$ cat config.mk
export PLATFORM = sky130hd
export DESIGN_NAME = t16_mc_core_flat
export DESIGN_NICKNAME = d
export VERILOG_FILES = /design/src/rtl/t16_pkg.sv /design/src/rtl/t16_mc_core_if.sv /design/src/rtl/t16_regfile.sv /design/src/rtl/t16_mc_core.sv /design/src/flat_wrapper.sv
export SDC_FILE = /design/constraint.sdc
export NUM_CORES = 1
export LEC_CHECK = 0
export ABC_AREA = 1
export ABC_CLOCK_PERIOD_IN_PS = 4100
export CAP_MARGIN = 20
export CORE_UTILIZATION = 60
export DETAILED_ROUTE_END_ITERATION = 6
export PLACE_DENSITY = 0.8
export SYNTH_ARGS = -nofsm -noshare
export SYNTH_HDL_FRONTEND = slang
export SYNTH_HIERARCHICAL = 1
export SYNTH_SLANG_ARGS = --single-unit
$ cat constraint.sdc
create_clock -name clk -period 4.1 [get_ports clk]
set_input_delay 0.82 -clock clk [delete_from_list [all_inputs] [get_ports clk]]
set_output_delay 0.82 -clock clk [all_outputs]
set_load 0.005 [all_outputs]
$ cat src/rtl/t16_pkg.sv
// Shared definitions for the T16 multi-cycle core: opcodes, FSM states and instruction field offsets.
package t16_pkg;

    localparam logic [3:0] OP_ADD  = 4'd0;
    localparam logic [3:0] OP_SUB  = 4'd1;
    localparam logic [3:0] OP_AND  = 4'd2;
    localparam logic [3:0] OP_OR   = 4'd3;
    localparam logic [3:0] OP_ADDI = 4'd4;
    localparam logic [3:0] OP_LW   = 4'd5;
    localparam logic [3:0] OP_SW   = 4'd6;
    localparam logic [3:0] OP_BEQ  = 4'd7;
    localparam logic [3:0] OP_HALT = 4'd8;

    localparam int OP_LSB  = 12;
    localparam int RD_LSB  = 9;
    localparam int RS1_LSB = 6;
    localparam int RS2_LSB = 3;
    localparam int IMM_W   = 6;

    typedef enum logic [2:0] {
        S_FETCH = 3'd0,
        S_EXEC  = 3'd1,
        S_MEM   = 3'd2,
        S_WB    = 3'd3,
        S_HALT  = 3'd4
    } state_t;

endpackage

$ cat src/rtl/t16_mc_core_if.sv
// Instruction and data memory req/ack ports of the T16 core; master is the core, slave the memories.
interface t16_mc_core_if #(
    parameter int DW = 16,
    parameter int PW = 5
);
    logic          imem_req;
    logic [PW-1:0] imem_addr;
    logic          imem_ack;
    logic [15:0]   imem_rdata;
    logic          dmem_req;
    logic          dmem_we;
    logic [DW-1:0] dmem_addr;
    logic [DW-1:0] dmem_wdata;
    logic          dmem_ack;
    logic [DW-1:0] dmem_rdata;

    modport master (
        output imem_req, imem_addr, dmem_req, dmem_we, dmem_addr, dmem_wdata,
        input  imem_ack, imem_rdata, dmem_ack, dmem_rdata
    );

    modport slave (
        input  imem_req, imem_addr, dmem_req, dmem_we, dmem_addr, dmem_wdata,
        output imem_ack, imem_rdata, dmem_ack, dmem_rdata
    );
endinterface

$ cat src/rtl/t16_regfile.sv
// 8 x DW register file: two asynchronous read ports, one synchronous write port, r0 hard-wired to zero.
module t16_regfile #(
    parameter int DW = 16
) (
    input  logic          clk,
    input  logic          rst,
    input  logic          we,
    input  logic [2:0]    waddr,
    input  logic [DW-1:0] wdata,
    input  logic [2:0]    raddr_a,
    input  logic [2:0]    raddr_b,
    output logic [DW-1:0] rdata_a,
    output logic [DW-1:0] rdata_b
);
    logic [DW-1:0] regs [8];

    always_ff @(posedge clk) begin
        if (rst) begin
            for (int i = 0; i < 8; i++) regs[i] <= '0;
        end else if (we && (waddr != 3'd0)) begin
            regs[waddr] <= wdata;
        end
    end

    assign rdata_a = (raddr_a == 3'd0) ? '0 : regs[raddr_a];
    assign rdata_b = (raddr_b == 3'd0) ? '0 : regs[raddr_b];
endmodule

$ cat src/rtl/t16_mc_core.sv
// T16 multi-cycle core: FETCH/EXEC/MEM/WB/HALT sequencing over req/ack instruction and data ports.
module t16_mc_core
    import t16_pkg::*;
#(
    parameter int            DW       = 16,
    parameter int            PW       = 5,
    parameter logic [PW-1:0] RESET_PC = '0
) (
    input  logic          clk,
    input  logic          rst,
    t16_mc_core_if.master bus,
    output logic          halted,
    output logic [PW-1:0] pc_out
);
    state_t               state, state_nxt;
    logic [PW-1:0]        pc, pc_inc, pc_exec;
    logic [15:0]          ir;
    logic [3:0]           op;
    logic [2:0]           rd, rs1, rs2, raddr_b;
    logic [DW-1:0]        rdata_a, rdata_b;
    logic signed [DW-1:0] imm, opa, opb, alu_res;
    logic signed [DW-1:0] res_p1, sdata_p1;
    logic                 taken, is_nop, rf_we;

    function automatic logic signed [DW-1:0] sext_imm(input logic [IMM_W-1:0] v);
        return {{(DW-IMM_W){v[IMM_W-1]}}, v};
    endfunction

    // LW/SW/ADDI all share the rs1+imm path, so it doubles as the default.
    function automatic logic signed [DW-1:0] alu(input logic [3:0] f,
                                                 input logic signed [DW-1:0] x,
                                                 input logic signed [DW-1:0] y,
                                                 input logic signed [DW-1:0] k);
        case (f)
            OP_ADD:  return x + y;
            OP_SUB:  return x - y;
            OP_AND:  return x & y;
            OP_OR:   return x | y;
            default: return x + k;
        endcase
    endfunction

    assign op  = ir[OP_LSB +: 4];
    assign rd  = ir[RD_LSB +: 3];
    assign rs1 = ir[RS1_LSB +: 3];
    assign rs2 = ir[RS2_LSB +: 3];
    assign imm = sext_imm(ir[IMM_W-1:0]);

    // Port B reads rs2 for register-register ops, otherwise rd (store data / BEQ operand).
    assign raddr_b = (op < OP_ADDI) ? rs2 : rd;
    assign rf_we   = (state == S_WB);

    t16_regfile #(.DW(DW)) u_rf (
        .clk     (clk),
        .rst     (rst),
        .we      (rf_we),
        .waddr   (rd),
        .wdata   (res_p1),
        .raddr_a (rs1),
        .raddr_b (raddr_b),
        .rdata_a (rdata_a),
        .rdata_b (rdata_b)
    );

    assign opa     = rdata_a;
    assign opb     = rdata_b;
    assign alu_res = alu(op, opa, opb, imm);
    assign is_nop  = (op > OP_HALT);
    assign taken   = (op == OP_BEQ) && (opa == opb);
    assign pc_inc  = pc + PW'(1);
    assign pc_exec = taken ? (pc_inc + imm[PW-1:0]) : pc_inc;

    always_ff @(posedge clk) begin
        if (rst) state <= S_FETCH;
        else     state <= state_nxt;
    end

    always_comb begin
        state_nxt = state;
        case (state)
            S_FETCH: if (bus.imem_ack) state_nxt = S_EXEC;
            S_EXEC: begin
                if (op == OP_LW || op == OP_SW) state_nxt = S_MEM;
                else if (op <= OP_ADDI)         state_nxt = S_WB;
                else if (op == OP_HALT)         state_nxt = S_HALT;
                else                            state_nxt = S_FETCH;
            end
            S_MEM:   if (bus.dmem_ack) state_nxt = (op == OP_LW) ? S_WB : S_FETCH;
            S_WB:    state_nxt = S_FETCH;
            S_HALT:  state_nxt = S_HALT;
            default: state_nxt = S_FETCH;
        endcase
    end

    always_comb begin
        bus.imem_req   = 1'b0;
        bus.dmem_req   = 1'b0;
        bus.imem_addr  = pc;
        bus.dmem_we    = (op == OP_SW);
        bus.dmem_addr  = res_p1;
        bus.dmem_wdata = sdata_p1;
        halted         = (state == S_HALT);
        pc_out         = pc;
        if (!rst) begin
            bus.imem_req = (state == S_FETCH);
            bus.dmem_req = (state == S_MEM);
        end
    end

    always_ff @(posedge clk) begin
        if (rst) begin
            pc <= RESET_PC;
            ir <= '0;
        end else begin
            case (state)
                S_FETCH: if (bus.imem_ack) ir <= bus.imem_rdata;
                S_EXEC:  if (op == OP_BEQ || is_nop) pc <= pc_exec;
                S_MEM:   if (bus.dmem_ack && op == OP_SW) pc <= pc_inc;
                S_WB:    pc <= pc_inc;
                default: ;
            endcase
        end
    end

    // EXEC -> MEM/WB boundary: result or effective address, store data; load data replaces the result.
    always_ff @(posedge clk) begin
        if (state == S_EXEC) begin
            res_p1   <= alu_res;
            sdata_p1 <= opb;
        end else if (state == S_MEM && bus.dmem_ack && op == OP_LW) begin
            res_p1 <= bus.dmem_rdata;
        end
    end
endmodule
$ cat src/flat_wrapper.sv
// flat-port wrapper written by rule: the top's interface ports become plain ports
module t16_mc_core_flat import t16_pkg::*;
#(
    parameter int            DW       = 16,
    parameter int            PW       = 5,
    parameter logic [PW-1:0] RESET_PC = '0
)
  (clk, rst, halted, pc_out, bus_imem_req, bus_imem_addr, bus_dmem_req, bus_dmem_we, bus_dmem_addr, bus_dmem_wdata, bus_imem_ack, bus_imem_rdata, bus_dmem_ack, bus_dmem_rdata);
  t16_mc_core_if #(.DW(DW), .PW(PW)) bus_i ();
  input  logic clk;
  input  logic rst;
  output logic halted;
  output logic [PW-1:0] pc_out;
  output wire logic [$bits(bus_i.imem_req)-1:0] bus_imem_req;
  output wire logic [$bits(bus_i.imem_addr)-1:0] bus_imem_addr;
  output wire logic [$bits(bus_i.dmem_req)-1:0] bus_dmem_req;
  output wire logic [$bits(bus_i.dmem_we)-1:0] bus_dmem_we;
  output wire logic [$bits(bus_i.dmem_addr)-1:0] bus_dmem_addr;
  output wire logic [$bits(bus_i.dmem_wdata)-1:0] bus_dmem_wdata;
  input wire logic [$bits(bus_i.imem_ack)-1:0] bus_imem_ack;
  input wire logic [$bits(bus_i.imem_rdata)-1:0] bus_imem_rdata;
  input wire logic [$bits(bus_i.dmem_ack)-1:0] bus_dmem_ack;
  input wire logic [$bits(bus_i.dmem_rdata)-1:0] bus_dmem_rdata;
  assign bus_imem_req = bus_i.imem_req;
  assign bus_imem_addr = bus_i.imem_addr;
  assign bus_dmem_req = bus_i.dmem_req;
  assign bus_dmem_we = bus_i.dmem_we;
  assign bus_dmem_addr = bus_i.dmem_addr;
  assign bus_dmem_wdata = bus_i.dmem_wdata;
  assign bus_i.imem_ack = bus_imem_ack;
  assign bus_i.imem_rdata = bus_imem_rdata;
  assign bus_i.dmem_ack = bus_dmem_ack;
  assign bus_i.dmem_rdata = bus_dmem_rdata;
  t16_mc_core #(.DW(DW), .PW(PW), .RESET_PC(RESET_PC)) u_core (.clk(clk), .rst(rst), .bus(bus_i), .halted(halted), .pc_out(pc_out));
endmodule
==> flow_metrics.tcl, run 1 <==
set metrics [dict create \
    outcome "complete, no violations" \
    antenna_cells 0 \
    viasPerCell 5.773 \
    grt_max_degree 51 \
    reg2reg_depth 23 \
    setup_violations 0 \
    synthFlopType "edfxtp_1" \
    r2r-end "u_core/bus.dmem_addr[13]$_DFFE_PP_" \
    yosys.area.top_type "edfxtp_1" \
    synthTopCellsByArea "edfxtp_1 (36%), nand2_1 (15%), inv_1 (8.0%), ha_1 (6.6%), nand3_1 (6.2%)" \
    hold_depth 2 \
    synth_enable_flop_cells 160 \
    fin_setup_tns_ns 0 \
    grtUsageMet1 0.4982 \
    fin_util 0.6959 \
    dr_total_vias 12330 \
    timing.critical_path.mode_cell "nor2_1" \
    yosysMostFrequentCell "nand2_1" \
    critical_path_peak_fanout 25 \
    r2r_start "u_core/ir[14]$_SDFFE_PP0P_" \
    synth_top_area_share 0.3649 \
    p_leak_nw 6.900 \
    yosys_warnings 6 \
    antenna_left 0 \
    use_met3 0.07061 \
    overflow 0 \
    min_from "u_core/ir[5]$_SDFFE_PP0P_" \
    cp_slowest_cell "dfxtp_1" \
    grt.total_usage 0.3831 \
    antenna_found_initial 0 \
    slew_headroom 0.3403 \
    ir_worst_vdd_uv 320.9 \
    root_buffer "clkbuf_16" \
    crit_path_end_kind "flip-flop" \
    maxSlewViolCount 0 \
    dieArea_sq_um 22540 \
    worst_slew_pin_slew_ns 0.9867 \
    critPathMaxStageDelay_ns 0.37 \
    drive_above_1_share 0.08060 \
    period_minus_slack_ns 3.829 \
    io_pins 82 \
    cts_buffer_depth 2 \
    ys_ff_latch 184 \
    fmax_mhz 261.2 \
    die_h_um 150.1 \
    critPathLaunchType "flip-flop" \
    tritoncts "yes" \
    use_met2 0.6174 \
    rsz0062_at_grt "false" \
    clock_skew_ns 0.008496 \
    whs_ns 0.4879 \
    p_per_area_nw_per_um2 514.1 \
    ff_latch_area_sq_um 5290 \
    synth_area_per_cell_sq_um 7.426 \
    required_ns 4.30 \
    timing.final.crit_share 0.9338 \
    postLayoutCellArea_sq_um 14810 \
    crit_type "flip-flop to flip-flop" \
    multiInputGateArea_sq_um 6302 \
    cp.arrival_ns 4.03 \
    worstPathCellList "nor2_2 -> buf_4 -> nand2_1 -> o21ai_4 -> buf_12 -> nor2_1 -> nand2_1 -> buf_4 -> nand2_1 -> nor2_1 -> o21ai_0 -> inv_1 -> ha_1 -> nand2_1 -> inv_1 -> a21oi_1 -> nor2_1 -> nor2_1 -> nand3_1 -> nand3_1 -> nand2_1 -> nor2_1 -> nor2_1" \
    ys_types 50 \
    initialDrtViolationCount 1432 \
    dp_hpwl_um 30230 \
    syn-cell-area_sq_um 13170 \
    dpl_cell_area_sq_um 14190 \
    cts.sinks 184 \
    finalHoldViolCount 0 \
    areaGrowthSynthToFinish_pct 12.52 \
    maxCapViolations 0 \
    firstDrtPassIters 6 \
    wirelength_um 41820 \
    htreeDepth 4 \
    grt.busiest_layer "met2" \
    drc 0 \
    async_flop_share 0 \
    nFillCells 1830 \
    final_nets 1957 \
    synth_cells 1773 \
    synth_common_cells "nand2_1 (520), inv_1 (281), nor2_1 (167)" \
    reg2reg_slack_ns 0.27 \
    start_util 0.6185 \
    hp-class "flip-flop to flip-flop" \
    seq_area_frac_synth 0.4014 \
    die_w_um 150.1 \
    portBuffers 81 \
    holdPathEnd "u_core/ir[5]$_SDFFE_PP0P_" \
    cts_made_buffers 17 \
    grt_pass1_wl_um 64140 \
    wire_per_inst_um 19.58 \
    clk_latency_ns 0.44 \
    grt_pass1_vias 11800 \
    cts.reportedPaths.clkPinSlew_ns 0.08 \
    num_rows 53 \
    gp_congestion 0.9878 \
    fin_cells 2136 \
    core-area_sq_um 21290 \
    place_inst 2104 \
]
flip-flops by register name (all words and copies together), names as in the netlist:
register	cells
u_core/u_rf/regs	128
u_core/bus.dmem_addr	16
u_core/bus.dmem_wdata	16
u_core/ir	16
u_core/bus.imem_addr	5
u_core/state	3
cells by family after synthesis:
kind of cell | share of synthesized area
AND/OR/NAND/NOR | 0.3126
buffers and inverters | 0.1268
flip-flops | 0.4014
AO/OA/AOI/OAI | 0.08220
adder cells (fa/ha/maj) | 0.07013
XOR/XNOR | 0.006653
other | 0.0002848
routing by layer:
metal	up-vias	routed length, um
met1	5630	16410
met5	-	0
li1	5792	-
met2	776	19020
met3	134	4529
met4	0	1859
worst max-delay path by stage:
stage / depth (start not counted) / from / end
after floorplan: 24 / u_core/ir[14]$_SDFFE_PP0P_ / u_core/bus.dmem_addr[14]$_DFFE_PP_
after global placement: 20 / u_core/ir[9]$_SDFFE_PP0P_ / u_core/bus.imem_addr[4]$_SDFFE_PP0P_
after detailed placement: 20 / u_core/ir[9]$_SDFFE_PP0P_ / u_core/bus.imem_addr[4]$_SDFFE_PP0P_
after CTS: 22 / u_core/ir[9]$_SDFFE_PP0P_ / u_core/bus.dmem_addr[10]$_DFFE_PP_
after global routing: 22 / u_core/ir[14]$_SDFFE_PP0P_ / u_core/bus.dmem_addr[14]$_DFFE_PP_
final: 23 / u_core/ir[14]$_SDFFE_PP0P_ / u_core/bus.dmem_addr[13]$_DFFE_PP_
cells in the final DEF, fill, tap and decap left out, drive strengths merged, types with 3 or more instances in the layout:
cell,n
nand2,530
inv,302
nor2,190
nand3,163
edfxtp,160
clkdlybuf4s50,81
ha,69
o21ai,63
a21oi,50
o211ai,49
buf,42
nor3,40
dfxtp,24
clkbuf,18
conb,16
nand4,11
xor2,8
or2,6
clkinv,6
clkinvlp,3
o21bai,3
and2,3
nand3b,3
fa,3
stage by stage:
step | total power, mW | setup slack [ns]
6_report | 7.616 | 0.2713
5_1_grt | 8.063 | 0.01218
4_1_cts | 7.506 | 0.2167
3_3_place_gp | 5.841 | 0.3275
3_5_place_dp | 5.875 | 0.2745
2_1_floorplan | 4.709 | 0.8028
power by group:
group / switching (mW) / internal, mW
clock: 0.830 / 0.814
combinational: 2.39 / 1.21
sequential: 0.135 / 2.24
total: 3.36 / 4.26
worst max-delay path, delay by kind of cell, from the launching register on:
kind | cells | cell delay [ns]
flip-flops | 1 | 0.37
adder cells (fa/ha/maj) | 1 | 0.27
buffers and inverters | 5 | 0.78
AO/OA/AOI/OAI | 3 | 0.52
AND/OR/NAND/NOR | 14 | 1.61
repair_timing:
action / 4_1_cts / 5_1_grt
hold buffers: 0 / 0
gates resized for setup: 0 / 8
buffers inserted: 0 / 0
setup endpoints to repair: 0 / 9
layout make-up:
| cell class | instances | area share |
|---|---|---|
| Clock inverter | 14 | 0.01090 |
| Clock buffer | 17 | 0.02872 |
| Timing Repair Buffer | 124 | 0.07939 |
| Inverter | 297 | 0.07525 |
| Sequential cell | 184 | 0.3571 |
| Tap cell | 275 | 0.02323 |
| Multi-Input combinational cell | 1225 | 0.4254 |
Power figures use the tool's default switching activity.
==> run 2, diff against run 1 <==
--- a/config.mk
+++ b/config.mk
@@ -5,12 +5,14 @@
 export SDC_FILE = /design/constraint.sdc
 export NUM_CORES = 1
 export LEC_CHECK = 0
-export ABC_AREA = 1
+export ABC_AREA = 0
 export ABC_CLOCK_PERIOD_IN_PS = 4100
 export CAP_MARGIN = 20
+export CORE_ASPECT_RATIO = 1.1
 export CORE_UTILIZATION = 60
 export DETAILED_ROUTE_END_ITERATION = 6
-export PLACE_DENSITY = 0.8
+export PLACE_DENSITY = 0.81
+export SKIP_CTS_REPAIR_TIMING = 1
 export SYNTH_ARGS = -nofsm -noshare
 export SYNTH_HDL_FRONTEND = slang
 export SYNTH_HIERARCHICAL = 1
==> run 2 against run 1 <==
  * Clock skew about the same
  * Combinational power decreased by 34%
  * Clock-buffer cell count grew 1
  * Total power decreased by 19%
  * Worst hold slack gained 0.0010 ns
  * First-iteration DRC count shrank 40%
  * Flip-flop and latch count decreased by 16
  * Critical path type unchanged
  * Critical endpoint is now u_core/bus.dmem_addr[11]$_DFFE_PP_
  * Largest cell class unchanged
==> flow_metrics.tcl, run 2 <==
set metrics [dict create \
    outcome "complete, no violations" \
    synth_top_area_share 0.3840 \
    synth_top_family_by_area "simple AND/OR/NAND/NOR gates" \
    ys_ff_latch 168 \
    cts.reportedPaths.clkPinSlew_ns 0.07 \
    cts_buffer_depth 2 \
    timing.final.crit_share 0.9944 \
    portBuffers 81 \
    synthAdderAreaFrac 0.08201 \
    p_leak_nw 5.398 \
    critPathLaunchType "flip-flop" \
    grt.total_usage 0.3333 \
    finalWorstSetupSlack_ns 0.02282 \
    synth_area_per_cell_sq_um 10.33 \
    maxCapViolations 0 \
    worstPathCellList "nor2_1 -> nand2_1 -> nand2_4 -> buf_4 -> mux2_2 -> a221oi_2 -> a221oi_2 -> buf_4 -> inv_1 -> ha_2 -> or4_4 -> a21oi_4 -> a31oi_2 -> or3_4 -> mux2_4 -> a41oi_2" \
    clk_latency_ns 0.44 \
    largest_reg_flops 112 \
    async_flop_share 0 \
    yosys.area.top_type "edfxtp_1" \
    cp_slowest_cell "or4_4" \
    dieArea_sq_um 19320 \
    cts.sinks 168 \
    synth-simple-area-share 0.1756 \
    antenna_found_initial 1 \
    num_rows 52 \
    crit_type "flip-flop to flip-flop" \
    root_buffer "clkbuf_16" \
    r2r_start "u_core/ir[14]$_SDFFE_PP0P_" \
    required_ns 4.39 \
    seq_area_frac_synth 0.4267 \
    drive_above_1_share 0.1945 \
    synth_common_cells "edfxtp_1 (144), and2_1 (112), nand2_1 (104)" \
    tritoncts "yes" \
    wirelength_um 32560 \
    io_pins 82 \
    fmax_mhz 245.3 \
    setup_violations 0 \
    synth_cells 1090 \
    core-area_sq_um 18410 \
    ir_worst_vdd_uv 357.4 \
    cp-endpoint "u_core/bus.dmem_addr[11]$_DFFE_PP_" \
    nFillCells 1281 \
    grt_pass1_wl_um 49200 \
    worst_slew_pin_slew_ns 0.9034 \
    layout_commonest_cell "edfxtp_1" \
    htreeDepth 4 \
    rsz0062_at_grt "true" \
    place_inst 1439 \
    crit_path_start "u_core/ir[14]$_SDFFE_PP0P_" \
    overflow 0 \
    r2r-end "u_core/bus.dmem_addr[11]$_DFFE_PP_" \
    fin_util 0.7420 \
    start_util 0.6115 \
    maxSlewViolCount 0 \
    cp.arrival_ns 4.37 \
    largest_register "u_core/u_rf/regs" \
    period_minus_slack_ns 4.077 \
    reg2reg_depth 16 \
    antenna_left 0 \
    syn_nets 1198 \
    die_h_um 145.7 \
    firstDrtPassIters 6 \
    grt_pass1_vias 9139 \
    hp-class "flip-flop to flip-flop" \
    mostFrequentLayoutCells "edfxtp_1 (144), and2_1 (111), nand2_1 (103)" \
    cts_made_buffers 17 \
    fin_cells 1477 \
    dp_hpwl_um 22660 \
    synthFlopType "edfxtp_1" \
    grt_max_degree 41 \
    critPathMaxStageDelay_ns 0.53 \
    die_w_um 132.6 \
    synthTopCellsByArea "edfxtp_1 (38%), ha_1 (7.7%), and2_1 (6.2%), mux2i_1 (5.1%), dfxtp_1 (4.3%)" \
    critical_path_peak_fanout 7 \
    areaGrowthSynthToFinish_pct 21.35 \
    synth_xor_area_frac 0.02178 \
    antenna_cells 0 \
    place_ws_ns -0.09416 \
    reg2reg_slack_ns 0.02 \
    synth_compound_area_frac 0.1532 \
    viasPerCell 6.399 \
    slew_headroom 0.3936 \
    yosys_warnings 6 \
    fin_setup_tns_ns 0 \
    synth_enable_flop_cells 144 \
    synth_mux_area_frac 0.08901 \
    syn-cell-area_sq_um 11260 \
    drc 0 \
    initialDrtViolationCount 860 \
    clock_skew_ns 0.008662 \
    p_per_area_nw_per_um2 454.1 \
    ys_types 80 \
    yosysMostFrequentCell "edfxtp_1" \
    finalHoldViolCount 0 \
    final_nets 1329 \
    gp_congestion 1.013 \
    dr_total_vias 9452 \
    crit_path_end_kind "flip-flop" \
    wire_per_inst_um 22.05 \
]
[run 2: cell count changes after synthesis, moves of 33 or more]
| cell | delta |
|---|---|
| mux2_2 | +37 |
| inv_1 | -230 |
| a221oi_1 | +47 |
| nand2_1 | -416 |
| mux2i_1 | +57 |
| and2_1 | +109 |
| nor3_1 | -33 |
| nand3_1 | -154 |
| nor2_1 | -124 |
| o211ai_1 | -45 |
[run 2: cells by family after synthesis]
| kind of cell | Yosys count |
|---|---|
| mux | 95 |
| fa+ha+maj | 72 |
| compound gates | 244 |
| simple gates | 362 |
| buf+inv | 121 |
| flops | 168 |
| xor+xnor | 28 |
[run 2: layer usage]
metal | track usage | vias up | share of wire
met1 | 0.4054 | 4563 | 0.38
li1 | - | 4251 | -
met5 | 0 | - | 0.00034
met3 | 0.05120 | 118 | 0.068
met2 | 0.5613 | 518 | 0.50
met4 | 0.1966 | 2 | 0.050
[run 2: how the worst min path moves through the flow]
stage / slack [ns] / startpoint / cells past startpoint / to
global route: 0.52 / u_core/ir[15]$_SDFFE_PP0P_ / 2 / u_core/ir[15]$_SDFFE_PP0P_
detailed placement: 0.49 / u_core/ir[15]$_SDFFE_PP0P_ / 2 / u_core/ir[15]$_SDFFE_PP0P_
global placement: 0.48 / u_core/ir[15]$_SDFFE_PP0P_ / 2 / u_core/ir[15]$_SDFFE_PP0P_
CTS: 0.50 / u_core/ir[0]$_SDFFE_PP0P_ / 2 / u_core/ir[0]$_SDFFE_PP0P_
floorplan: 0.44 / u_core/ir[8]$_SDFFE_PP0P_ / 2 / u_core/ir[8]$_SDFFE_PP0P_
finish: 0.49 / u_core/ir[15]$_SDFFE_PP0P_ / 2 / u_core/ir[15]$_SDFFE_PP0P_
[run 2: report_power, final]
group / switching (mW) / internal, mW
Combinational: 1.31 / 1.05
Clock: 0.733 / 0.975
Sequential: 0.135 / 2.00
[run 2: critical path: cells and delay by family, from the launching register on]
| kind | cells | cell delay (ns) |
|---|---|---|
| flip-flops | 1 | 0.34 |
| buffers and inverters | 3 | 0.45 |
| AND/OR/NAND/NOR | 5 | 1.35 |
| adder cells (fa/ha/maj) | 1 | 0.30 |
| AO/OA/AOI/OAI | 5 | 0.82 |
| multiplexers | 2 | 0.66 |
[run 2: cell type report]
class                           instances  area, sq um  share of cell area
Tap cell                              243        304.0             0.02225
Multi-Input combinational cell        801         6093              0.4460
Clock inverter                         14        182.7             0.01337
Inverter                               54        202.7             0.01484
Timing Repair Buffer                  179         1643              0.1202
Sequential cell                       168         4808              0.3519
Clock buffer                           18        429.2             0.03141
[run 2: stage by stage]
stage,cell area (sq um),total power [mW],hold WS (ns)
finish,13660,6.205,0.4889
global route,13660,6.450,0.5207
CTS,13410,6.031,0.5043
detailed placement,12800,4.345,0.4857
global placement,12800,4.299,0.4761
floorplan,11290,3.485,0.4351
==> run 3, diff against run 2 <==
--- a/config.mk
+++ b/config.mk
@@ -8,10 +8,12 @@
 export ABC_AREA = 0
 export ABC_CLOCK_PERIOD_IN_PS = 4100
 export CAP_MARGIN = 20
+export CELL_PAD_IN_SITES_DETAIL_PLACEMENT = 0
+export CELL_PAD_IN_SITES_GLOBAL_PLACEMENT = 1
 export CORE_ASPECT_RATIO = 1.1
-export CORE_UTILIZATION = 60
+export CORE_UTILIZATION = 47
 export DETAILED_ROUTE_END_ITERATION = 6
-export PLACE_DENSITY = 0.81
+export PLACE_DENSITY_LB_ADDON = 0.1
 export SKIP_CTS_REPAIR_TIMING = 1
 export SYNTH_ARGS = -nofsm -noshare
 export SYNTH_HDL_FRONTEND = slang
==> run 3 against run 2 <==
  * Clock skew rose by 0.015 ns
  * Utilization shrank 14 points
  * Critical endpoint is now u_core/bus.dmem_addr[8]$_DFFE_PP_
  * Setup slack gained 0.10 ns
  * Die area is 27% higher
  * Final cell count is 6.9% higher
  * Clock power fell by 6%
  * Largest power group unchanged
  * Clock-buffer cell count is the same
  * Routed wire length increased by 1.9%
  * Worst hold slack improved by 0.010 ns
==> flow_metrics.tcl, run 3 (same netlist as run 2, synthesis figures left out) <==
set metrics [dict create \
    hp-class "flip-flop to flip-flop" \
    viasPerCell 5.714 \
    overflow 0 \
    period_minus_slack_ns 3.977 \
    die_w_um 149.6 \
    initialDrtViolationCount 725 \
    grt_max_degree 41 \
    dr_total_vias 9022 \
    setup_violations 0 \
    power.total_mw 6.243 \
    crit_type "flip-flop to flip-flop" \
    cts.reportedPaths.clkPinSlew_ns 0.08 \
    antenna_found_initial 0 \
    clk_latency_ns 0.44 \
    dpl_cell_area_sq_um 13170 \
    num_rows 59 \
    worst_slew_pin_slew_ns 0.7338 \
    largest_reg_flops 112 \
    dp_hpwl_um 24350 \
    core-area_sq_um 23550 \
    start_util 0.4781 \
    fin_util 0.6014 \
    largest_register "u_core/u_rf/regs" \
    timing.final.crit_share 0.9700 \
    cts.sinks 168 \
    nFillCells 2005 \
    cp.arrival_ns 4.16 \
    grt_pass1_vias 8660 \
    finalHoldViolCount 0 \
    grt.total_usage 0.2750 \
    io_pins 82 \
    dieArea_sq_um 24580 \
    gp_congestion 0.9008 \
    final_nets 1369 \
    fin_setup_tns_ns 0 \
    tritoncts "yes" \
    layout_commonest_cell "edfxtp_1" \
    mostFrequentLayoutCells "edfxtp_1 (144), buf_4 (126), and2_1 (111)" \
    cts_made_buffers 17 \
    critical_path_peak_fanout 7 \
    required_ns 4.28 \
    portBuffers 81 \
    ir_worst_vdd_uv 264.4 \
    slew_headroom 0.5108 \
    clock_skew_ns 0.02358 \
    wire_per_inst_um 21.01 \
    postLayoutCellArea_sq_um 14160 \
    drc 0 \
    firstDrtPassIters 5 \
    p_leak_nw 5.617 \
    grt_pass1_wl_um 50200 \
    wirelength_um 33170 \
    crit_path_end_kind "flip-flop" \
    fmax_mhz 251.5 \
    critPathLaunchType "flip-flop" \
    maxCapViolations 0 \
    p_per_area_nw_per_um2 440.8 \
    die_h_um 164.3 \
    cts_buffer_depth 2 \
    areaGrowthSynthToFinish_pct 25.77 \
    antenna_left 0 \
    outcome "complete, no violations" \
    drive_above_1_share 0.2276 \
    htreeDepth 4 \
    antenna_cells 0 \
    maxSlewViolCount 0 \
    root_buffer "clkbuf_16" \
]
## run 3: cell types whose count changed in the layout (fill, tap and decap cells not counted), moves of 4 or more
cell / delta
a221oi_2: +4
buf_4: +36
a221oi_4: +4
inv_6: -4
a221oi_1: -8
## run 3: power breakdown
| group | total (mW) | switching (mW) | internal, mW |
|---|---|---|---|
| sequential | 2.13 | 0.130 | 2.00 |
| clock | 1.61 | 0.708 | 0.904 |
| combinational | 2.50 | 1.33 | 1.17 |
## run 3: per-layer routing
metal / GRT usage / up-vias / wire length (um)
met1: 0.3844 / 4387 / 15360
li1: - / 4346 / -
met5: 0 / - / 0
met2: 0.4520 / 262 / 15790
met4: 0.06540 / 0 / 413
met3: 0.03139 / 27 / 1620
## run 3: path summary, 6_finish.rpt
path / startpoint / to / slack, ns / depth (start not counted)
hold reg to reg: u_core/ir[2]$_SDFFE_PP0P_ / u_core/ir[2]$_SDFFE_PP0P_ / 0.50 / 2
hold / removal: u_core/ir[2]$_SDFFE_PP0P_ / u_core/ir[2]$_SDFFE_PP0P_ / 0.50 / 2
setup reg to reg: u_core/ir[15]$_SDFFE_PP0P_ / u_core/bus.dmem_addr[8]$_DFFE_PP_ / 0.12 / 16
setup / recovery: u_core/ir[15]$_SDFFE_PP0P_ / u_core/bus.dmem_addr[8]$_DFFE_PP_ / 0.12 / 16
## run 3: area by class of cell
type                    instances  area [sq um]  area share
flip-flops and latches        168          4808      0.3395
multi-input cells             801          6210      0.4385
repair buffers                219          1979      0.1398
clock buffers                  18         429.2     0.03031
well taps                     305         381.6     0.02695
inverters                      54         202.7     0.01431
clock inverters                14         150.1     0.01060
## run 3: worst max-delay path, stage by stage (launching register included)
cell	delay [ns]
dfxtp_2	0.35
inv_1	0.07
nand2_2	0.12
nand2_1	0.10
nand2_4	0.13
mux2_2	0.35
a221oi_2	0.29
a221oi_2	0.12
buf_4	0.18
fa_1	0.43
o21ba_1	0.23
nor4_1	0.27
o31a_1	0.23
o21ai_0	0.09
a32oi_1	0.30
nor2_1	0.08
o31ai_1	0.39
## run 3: per-stage QoR
| step | hold WS (ns) | std cells | setup WS, ns |
|---|---|---|---|
| 2_1_floorplan | 0.4351 | 1090 | 0.005516 |
| 5_1_grt | 0.5394 | 1579 | -0.01504 |
| 6_report | 0.4990 | 1579 | 0.1231 |
| 3_5_place_dp | 0.4945 | 1538 | -0.02122 |
| 4_1_cts | 0.5077 | 1570 | -0.06823 |
| 3_3_place_gp | 0.4931 | 1538 | -0.01156 |
